## src/rtl/seg7_scan_ctrl.sv

```systemverilog
// Multiplexed 7-segment scan controller with double-buffered BCD frame data and PWM brightness.
// Define SEG7_BLANK_LEADING_EN to blank zero digits above the most significant non-zero digit.
module seg7_scan_ctrl #(
    parameter int NDIG     = 4,
    parameter int SCAN_DIV = 128
) (
    input  logic              clk,
    input  logic              reset,
    input  logic              en,
    input  logic              wr_valid,
    output logic              wr_ready,
    input  logic [4*NDIG-1:0] wr_data,
    input  logic [2:0]        bright,
    output logic [6:0]        led_out,
    output logic [NDIG-1:0]   dig_en,
    output logic              frame_done
);

    localparam int SLOT_W = $clog2(SCAN_DIV);
    localparam int DIG_W  = $clog2(NDIG);
    localparam int unsigned SLOT_LAST_I = SCAN_DIV - 1;
    localparam int unsigned DIG_LAST_I  = NDIG - 1;
    localparam int unsigned EIGHTH_I    = SCAN_DIV / 8;
    localparam logic [SLOT_W-1:0] SLOT_LAST = SLOT_LAST_I[SLOT_W-1:0];
    localparam logic [DIG_W-1:0]  DIG_LAST  = DIG_LAST_I[DIG_W-1:0];
    localparam logic [SLOT_W:0]   EIGHTH    = EIGHTH_I[SLOT_W:0];
    localparam logic [SLOT_W:0]   ONE_EXT   = {{SLOT_W{1'b0}}, 1'b1};
    localparam logic [SLOT_W-1:0] GUARD     = {{(SLOT_W-2){1'b0}}, 2'd2};

    typedef enum logic [1:0] {
        ST_OFF,
        ST_SCAN,
        ST_DRAIN
    } state_t;

    state_t r_state;
    state_t w_state_next;

    logic [SLOT_W-1:0] r_slot;
    logic [DIG_W-1:0]  r_digit;
    logic [2:0]        r_bright;
    logic [4*NDIG-1:0] r_pend;
    logic [4*NDIG-1:0] r_active;
    logic              r_pend_full;
    logic [6:0]        r_led;
    logic [NDIG-1:0]   r_dig_en;

    logic              w_scanning;
    logic              w_slot_end;
    logic              w_frame_end;
    logic              w_start;
    logic              w_commit;
    logic              w_wr_accept;
    logic [SLOT_W:0]   w_bright_ext;
    logic [SLOT_W:0]   w_thresh;
    logic              w_blank;
    logic              w_lit;
    logic [3:0]        w_cur_nib;
    logic [3:0]        w_nib [NDIG];
    logic [NDIG-1:0]   w_onehot;

    function automatic logic [6:0] seg7_decode(input logic [3:0] nib);
        case (nib)
            4'd0:    seg7_decode = 7'b0000001;
            4'd1:    seg7_decode = 7'b1001111;
            4'd2:    seg7_decode = 7'b0010010;
            4'd3:    seg7_decode = 7'b0000110;
            4'd4:    seg7_decode = 7'b1001100;
            4'd5:    seg7_decode = 7'b0100100;
            4'd6:    seg7_decode = 7'b0100000;
            4'd7:    seg7_decode = 7'b0001111;
            4'd8:    seg7_decode = 7'b0000000;
            4'd9:    seg7_decode = 7'b0000100;
            default: seg7_decode = 7'b1111111;
        endcase
    endfunction

    genvar gi;
    generate
        for (gi = 0; gi < NDIG; gi++) begin : g_digit
            assign w_nib[gi]    = r_active[4*gi +: 4];
            assign w_onehot[gi] = (r_digit == DIG_W'(gi));
        end
    endgenerate

`ifdef SEG7_BLANK_LEADING_EN
    logic [NDIG-1:0] w_nz;
    logic [NDIG-1:0] w_keep;
    generate
        for (gi = 0; gi < NDIG; gi++) begin : g_blank
            assign w_nz[gi] = |w_nib[gi];
            if (gi == 0) begin : g_lsd
                assign w_keep[gi] = 1'b1;
            end else begin : g_upper
                // A digit is kept if it or any more significant digit is non-zero.
                assign w_keep[gi] = |w_nz[NDIG-1:gi];
            end
        end
    endgenerate
    assign w_blank = ~w_keep[r_digit];
`else
    assign w_blank = 1'b0;
`endif

    always_comb begin
        w_scanning  = (r_state != ST_OFF);
        w_slot_end  = (r_slot == SLOT_LAST);
        w_frame_end = w_scanning && w_slot_end && (r_digit == DIG_LAST);
        w_wr_accept = wr_valid && !r_pend_full;
    end

    always_ff @(posedge clk) begin
        if (reset) begin
            r_state <= ST_OFF;
        end else begin
            r_state <= w_state_next;
        end
    end

    // SCAN and DRAIN advance identically; DRAIN only records that en has dropped.
    always_comb begin
        w_state_next = r_state;
        w_start      = 1'b0;
        case (r_state)
            ST_OFF: begin
                if (en && r_pend_full) begin
                    w_state_next = ST_SCAN;
                    w_start      = 1'b1;
                end
            end
            ST_SCAN, ST_DRAIN: begin
                if (w_frame_end) begin
                    w_state_next = en ? ST_SCAN : ST_OFF;
                end else begin
                    w_state_next = en ? ST_SCAN : ST_DRAIN;
                end
            end
            default: w_state_next = ST_OFF;
        endcase
        w_commit = w_start || (w_frame_end && r_pend_full);
    end

    always_ff @(posedge clk) begin
        if (reset) begin
            r_slot      <= '0;
            r_digit     <= '0;
            r_bright    <= 3'd0;
            r_pend      <= '0;
            r_pend_full <= 1'b0;
            r_active    <= {NDIG{4'hF}};
        end else begin
            if (w_commit) begin
                r_active <= r_pend;
            end
            // Accept and commit are exclusive: accept needs pending empty, commit needs it full.
            if (w_wr_accept) begin
                r_pend      <= wr_data;
                r_pend_full <= 1'b1;
            end else if (w_commit) begin
                r_pend_full <= 1'b0;
            end
            if (w_scanning) begin
                if (r_slot == '0) begin
                    r_bright <= bright;
                end
                if (w_slot_end) begin
                    r_slot  <= '0;
                    r_digit <= (r_digit == DIG_LAST) ? '0 : r_digit + 1'b1;
                end else begin
                    r_slot <= r_slot + 1'b1;
                end
            end else begin
                r_slot  <= '0;
                r_digit <= '0;
            end
        end
    end

    always_comb begin
        w_bright_ext = {{(SLOT_W-2){1'b0}}, r_bright};
        w_thresh     = (w_bright_ext + ONE_EXT) * EIGHTH;
        w_cur_nib    = w_nib[r_digit];
        // Slots 0 and 1 stay dark so the previous digit's segments never ghost onto this one.
        w_lit        = w_scanning && (r_slot >= GUARD) && ({1'b0, r_slot} < w_thresh) && !w_blank;
    end

    always_ff @(posedge clk) begin
        if (reset) begin
            r_led    <= 7'b1111111;
            r_dig_en <= '0;
        end else begin
            r_dig_en <= w_lit ? w_onehot : '0;
            r_led    <= w_lit ? seg7_decode(w_cur_nib) : 7'b1111111;
        end
    end

    assign wr_ready   = ~r_pend_full;
    assign frame_done = w_frame_end;
    assign led_out    = r_led;
    assign dig_en     = r_dig_en;

endmodule

```

## config.mk

```make
export PLATFORM = sky130hd
export DESIGN_NAME = seg7_scan_ctrl
export DESIGN_NICKNAME = d
export VERILOG_FILES = /design/src/rtl/seg7_scan_ctrl.sv
export SDC_FILE = /design/constraint.sdc
export NUM_CORES = 1
export LEC_CHECK = 0
export ABC_AREA = 0
export ABC_CLOCK_PERIOD_IN_PS = 2300
export CAP_MARGIN = 20
export CORE_MARGIN = 10
export CORE_UTILIZATION = 30
export DETAILED_ROUTE_END_ITERATION = 7
export PLACE_DENSITY_LB_ADDON = 0.15
export SLEW_MARGIN = 30
export SYNTH_ARGS = -nofsm -noshare
export SYNTH_HDL_FRONTEND = slang
export SYNTH_SLANG_ARGS = --single-unit
```

## constraint.sdc

```tcl
create_clock -name clk -period 2.3 [get_ports clk]
set_input_delay 0.46 -clock clk [delete_from_list [all_inputs] [get_ports clk]]
set_output_delay 0.46 -clock clk [all_outputs]
set_load 0.02 [all_outputs]
```

==> flow_metrics.py, run 1 <==
metrics = {
    "power_and_ir_drop": {
        "swShare": 0.233,
        "seqPwrFrac": 0.441,
        "power_density_nw_per_um2": 730,
        "p_int_w": 0.00186,
        "p_sw_w": 0.000566,
        "p_leak_nw": 1.28,
        "clkPwrFrac": 0.471,
        "comb_power_share": 0.088,
        "irDropWorstVdd_mv": 0.289,
    },
    "drt": {
        "ant_nets": 0,
        "routed_wirelength_microns": 5710,
        "detailedRoute.firstIterationViolations": 109,
        "wire_per_inst_microns": 12.8,
        "drt_pass1_iterations": 4,
        "vias_per_cell": 4.73,
        "drc": 0,
        "dr_total_vias": 2118,
    },
    "min_path": {
        "whs_endpoint": "r_pend[3]",
        "worstHoldPathType": "flip-flop to flip-flop",
        "min_path_cells": 2,
        "hp-start": "r_pend[3]",
    },
    "clock_tree": {
        "cts_buffers": 9,
        "htreeDepth": 3,
        "cts_root_buf": "clkbuf_8",
        "clock_latency_ps": 350,
        "cts_max_path_buffers": 2,
        "cts.clk_slew.worst_paths_ps": 80,
        "cts_tree": "yes",
        "clock_sinks": 58,
    },
    "flow_run": {
        "cap_viol_max_count": 0,
    },
    "global_routing": {
        "grt_use_met2": 0.132,
        "grt_max_degree": 25,
        "grtUsageMet3": 0.0401,
        "grt_use_total": 0.0956,
        "overflow": 0,
        "gr-usage-met1": 0.124,
        "antenna_found_initial": 0,
        "top_usage_layer": "met2",
        "grt_pass1_vias": 2136,
        "grt_pass1_wl_microns": 10000,
    },
    "timing": {
        "min_period_over_period": 0.902,
        "period_needed_ps": 2070,
        "maxSlewHeadroom": 0.564,
        "worst_slew_pin_slew_ps": 655,
        "timing.fmax_mhz": 482,
        "drv_slew": 0,
        "finalHoldViolCount": 0,
        "holdWs_ps": 459,
        "setup_slack_ps": 226,
        "setup_viol": 0,
        "tns_ps": 0,
        "finalClockSkew_ps": 10.5,
        "rsz0062_at_grt": "false",
    },
    "worst_setup_path": {
        "crit_path_start_kind": "flip-flop",
        "path_max_fanout": 5,
        "cp-end-kind": "primary output",
        "reg2reg_from": "r_bright[0]",
        "rrSetupSlack_ps": 310,
        "critPathKind": "flip-flop to primary output",
        "ff2ff_path_depth": 8,
        "regToRegEndpoint": "led_out[0]",
        "required_ps": 1840,
        "cp.arrival_ps": 1610,
    },
    "logic_synthesis": {
        "syn-num-nets": 338,
        "avgSynthCellArea_sq_um": 8.70,
        "synthArstFlopShare": 0,
        "ys_seq_elements": 58,
        "synth_area_sq_um": 2580,
        "synth.largest_area_cell": "dfxtp_1",
        "ys_seq_area_frac": 0.450,
        "ys_types": 38,
        "ys_top_cells_by_count": "58 x dfxtp_1, 42 x nand2_1, 36 x nand3_1, 28 x a21oi_1, 21 x o21ai_0",
        "ys.flop_type": "dfxtp_1",
        "synth_warnings": 0,
        "synth_area_leaders": "dfxtp_1 45%, ha_1 8.7%, nand3_1 7.0%",
        "synth_edf_count": 0,
        "synth_top_area_share": 0.450,
        "syn_inst": 297,
        "synth.most_common_cell": "dfxtp_1",
    },
    "placement": {
        "io_buffers": 35,
        "place_inst": 432,
        "place.gp.congestion": 0.743,
        "dp_hpwl_microns": 4230,
        "dpl_cell_area_sq_um": 3080,
        "dpl_worst_slack_ps": 111,
    },
    "floorplan": {
        "die_y_microns": 113,
        "dieArea_sq_um": 12700,
        "num_rows": 33,
        "start_util": 0.311,
        "die_w_microns": 113,
        "io_pins": 36,
        "coreArea_sq_um": 8300,
    },
    "layout": {
        "diodes": 0,
        "syn_to_final_growth_pct": 28.6,
        "final_cells": 448,
        "final_area_sq_um": 3320,
        "nets": 379,
        "drive_above_1_share": 0.105,
    },
    "status": {
        "status": "completed",
    },
}
-- what timing repair did --
action	in CTS	in global routing
setup buffers	0	0
resized for setup	1	3
hold buffers	0	0
setup endpoints to repair	1	1
-- cell type report --
class	count	area, sq um
Fill cell	876	4980
Multi-Input combinational cell	208	1290
Sequential cell	58	1160
Timing Repair Buffer	48	443
Tap cell	105	131
Clock buffer	9	124
Clock inverter	7	118
Inverter	13	48.8
-- sequential cells by signal, summed over array words and instances (netlist names) --
register     flops
r_digit          2
r_pend          16
r_active        16
dig_en           4
r_pend_full      1
r_state          2
r_bright         3
r_slot           7
led_out          7
-- worst max-delay path by stage --
stage	startpoint	to	cells past startpoint
2_1_floorplan	r_digit[1]	led_out[3]	6
4_1_cts	r_slot[1]	frame_done	4
5_1_grt	r_slot[1]	frame_done	4
3_5_place_dp	r_slot[1]	frame_done	4
6_report	r_slot[1]	frame_done	4
3_3_place_gp	r_slot[1]	frame_done	4
-- power by group through the flow --
stage                     registers [W]  clock network [W]  logic [W]
after global placement          0.00109                  0   0.000212
after CTS                       0.00107            0.00117   0.000216
after floorplan                 0.00108                  0   0.000138
after detailed placement        0.00109                  0   0.000215
final                           0.00107            0.00114   0.000214
after global routing            0.00107            0.00122   0.000245
-- worst max-delay path, stage by stage (launching register included) --
cell	delay, ps
dfxtp_1	390
ha_1	230
nand3_1	190
nor3_1	250
clkbuf_2	200
-- cells by family (layout without fill, tap and decap cells) --
family                   count (synthesis)  in the layout  share of synthesized area
AND/OR/NAND/NOR                        117            117                      0.214
multiplexers                             8              8                     0.0518
adder cells (fa/ha/maj)                 18             18                     0.0872
flip-flops                              58             58                      0.450
AO/OA/AOI/OAI                           59             59                      0.125
XOR/XNOR                                 6              6                     0.0203
buffers and inverters                   31             77                     0.0523
-- layout by cell type (no fill, tap or decap), types with 3 or more instances in the layout --
cell             synthesis  routed
dfxtp_1                 58      58
bufinv_16                0       3
xnor2_1                  5       5
ha_1                    18      18
mux4_2                   3       3
clkbuf_8                 0       9
and3_1                   4       4
a21oi_1                 28      28
nand3_1                 36      36
clkdlybuf4s50_1          0      34
inv_1                   12      12
o21ai_0                 21      21
nand2_1                 42      42
clkinvlp_4               0       3
o21ai_1                  3       3
buf_4                    0      13
mux2i_1                  4       4
and2_1                   4       4
nor2_1                  15      15
-- stage by stage --
step | utilization | total power (W)
2_1_floorplan | - | 0.00122
6_report | 0.400 | 0.00242
3_5_place_dp | 0.372 | 0.00131
3_3_place_gp | 0.371 | 0.00130
4_1_cts | 0.401 | 0.00246
5_1_grt | 0.400 | 0.00254
-- per-layer routing --
layer,vias up,part of all wire
li1,1106,-
met4,0,0.018
met1,962,0.53
met3,11,0.063
met5,-,0
met2,39,0.39
Power figures use the tool's default switching activity.
==> run 2, diff against run 1 <==
Settings changed: CORE_UTILIZATION 30 to 45.
==> run 2 against run 1 <==
  * Flip-flop and latch count stayed put
  * Largest power group unchanged
  * Cell area is 1.0% lower
  * Die area shrank 28%
  * Count of clock-buffer cells in the layout is 3 higher
  * Via count barely moved
  * Cell count is 7.6% lower
  * Clock power barely moved
==> flow_metrics.py, run 2 (synthesis gave the netlist of run 1 again) <==
metrics = {
    "status": {
        "status": "completed",
    },
    "clock_tree": {
        "clock_sinks": 58,
        "clock_latency_ps": 330,
        "cts_root_buf": "clkbuf_8",
        "htreeDepth": 3,
        "cts_buffers": 9,
        "cts_tree": "yes",
        "cts_max_path_buffers": 2,
        "cts.clk_slew.worst_paths_ps": 60,
        "hold_buffers": 0,
    },
    "global_routing": {
        "grt_pass1_wl_microns": 8780,
        "grt_max_degree": 25,
        "grt_pass1_vias": 1970,
        "antenna_found_initial": 0,
        "grt_use_total": 0.119,
        "overflow": 0,
    },
    "drt": {
        "wire_per_inst_microns": 12.7,
        "dr_total_vias": 2117,
        "routed.top_layer": "met4",
        "ant_nets": 0,
        "routed_wirelength_microns": 5250,
        "drt_pass1_iterations": 4,
        "detailedRoute.firstIterationViolations": 137,
        "vias_per_cell": 5.11,
        "met1_length_microns": 2630,
        "dr_wl_met3_microns": 334,
        "drc": 0,
        "route.met2.wl_microns": 2170,
    },
    "min_path": {
        "hp-start": "r_pend[2]",
        "min_path_cells": 2,
        "whs_endpoint": "r_pend[2]",
        "worstHoldPathType": "flip-flop to flip-flop",
    },
    "timing": {
        "drv_slew": 0,
        "rsz0062_at_grt": "false",
        "period_needed_ps": 2190,
        "tns_ps": 0,
        "finalHoldViolCount": 0,
        "worst_slew_pin_slew_ps": 645,
        "timing.fmax_mhz": 457,
        "finalClockSkew_ps": 8.23,
        "setup_viol": 0,
        "maxSlewHeadroom": 0.570,
        "min_period_over_period": 0.952,
    },
    "floorplan": {
        "num_rows": 27,
        "start_util": 0.466,
        "dieArea_sq_um": 9170,
        "die_y_microns": 95.8,
        "io_pins": 36,
        "coreArea_sq_um": 5540,
        "die_w_microns": 95.8,
    },
    "layout": {
        "drive_above_1_share": 0.0965,
        "final_cell_mix": "58 x dfxtp_1, 42 x nand2_1, 36 x nand3_1",
        "final_common_cell": "dfxtp_1",
        "nets": 378,
        "syn_to_final_growth_pct": 27.3,
        "seqCellArea_sq_um": 1160,
        "diodes": 0,
        "fill_cells": 509,
        "reg_top3": "r_active: 16 flops, r_pend: 16 flops",
        "multi_input_area_sq_um": 1290,
        "final_area_sq_um": 3290,
    },
    "worst_setup_path": {
        "regToRegEndpoint": "led_out[0]",
        "required_ps": 1840,
        "critPathKind": "flip-flop to primary output",
        "crit_buf_inv": 1,
        "cp-end-kind": "primary output",
        "path_max_fanout": 5,
        "slowest_stage": "dfxtp_1",
        "ff2ff_path_depth": 8,
        "rrSetupSlack_ps": 360,
        "cp.arrival_ps": 1730,
        "crit_family": "simple AND/OR/NAND/NOR gates",
        "slowest_delay_ps": 390,
        "reg2reg_from": "r_bright[0]",
        "path_cells": "ha_1 > nand3_1 > nor3_1 > dlygate4sd2_1",
        "crit_path_start_kind": "flip-flop",
    },
    "placement": {
        "dp_hpwl_microns": 3790,
        "io_buffers": 35,
        "dpl_cell_area_sq_um": 3040,
        "place.gp.congestion": 0.771,
    },
    "power_and_ir_drop": {
        "power_density_nw_per_um2": 746,
        "irDropWorstVdd_mv": 0.471,
        "p_sw_w": 0.000529,
        "comb_power_share": 0.086,
        "clkPwrFrac": 0.478,
        "seqPwrFrac": 0.436,
        "p_leak_nw": 1.29,
        "swShare": 0.216,
        "p_int_w": 0.00192,
    },
    "flow_run": {
        "cap_viol_max_count": 0,
    },
}
-- run 2: power by group through the flow --
stage / combinational, W / sequential (W) / clock [W]
CTS: 0.000212 / 0.00107 / 0.00120
global placement: 0.000207 / 0.00109 / 0
floorplan: 0.000138 / 0.00108 / 0
detailed placement: 0.000211 / 0.00109 / 0
finish: 0.000211 / 0.00107 / 0.00117
global route: 0.000238 / 0.00107 / 0.00123
-- run 2: cell type report --
class,count,share of cell area
Clock buffer,12,0.0472
Clock inverter,4,0.0297
Inverter,13,0.0148
Multi-Input combinational cell,208,0.394
Sequential cell,58,0.353
Tap cell,72,0.0274
Timing Repair Buffer,47,0.134
-- run 2: repair_timing --
action,CTS,global route
setup endpoints to repair,1,0
buffers inserted,0,0
resized for setup,1,0
-- run 2: worst max path at each step --
stage          startpoint    endpoint  slack [ps]  cells after the start
5_1_grt         r_slot[1]  frame_done           2                      4
6_report        r_slot[1]  frame_done         110                      4
3_3_place_gp    r_slot[1]  frame_done         210                      4
3_5_place_dp    r_slot[1]  frame_done         140                      4
4_1_cts         r_slot[1]  frame_done          60                      4
2_1_floorplan  r_digit[1]  led_out[3]         480                      6
-- run 2: per-layer routing --
metal | vias to the layer above | global-route usage
li1 | 1101 | -
met1 | 956 | 0.150
met2 | 48 | 0.173
met3 | 12 | 0.0366
met4 | 0 | 0.0762
met5 | - | 0
-- run 2: metrics by stage --
stage	power, W	std cells	hold slack [ps]	utilization	worst slack (ps)
after detailed placement	0.00130	398	451	0.548	139
after global placement	0.00130	398	439	0.546	206
after global routing	0.00254	414	480	0.593	2.13
after CTS	0.00248	414	461	0.593	64.8
after floorplan	0.00122	297	426	-	479
final	0.00245	414	459	0.593	110
-- run 2: worst register-to-register path, delay by kind of cell, from the launching register on --
kind,cells,cell delay (ps)
xor gates and xnor gates,1,120
adders and majority gates,2,500
AOI/OAI and AO/OA,4,630
DFF,1,340
buffers and inverters,1,210
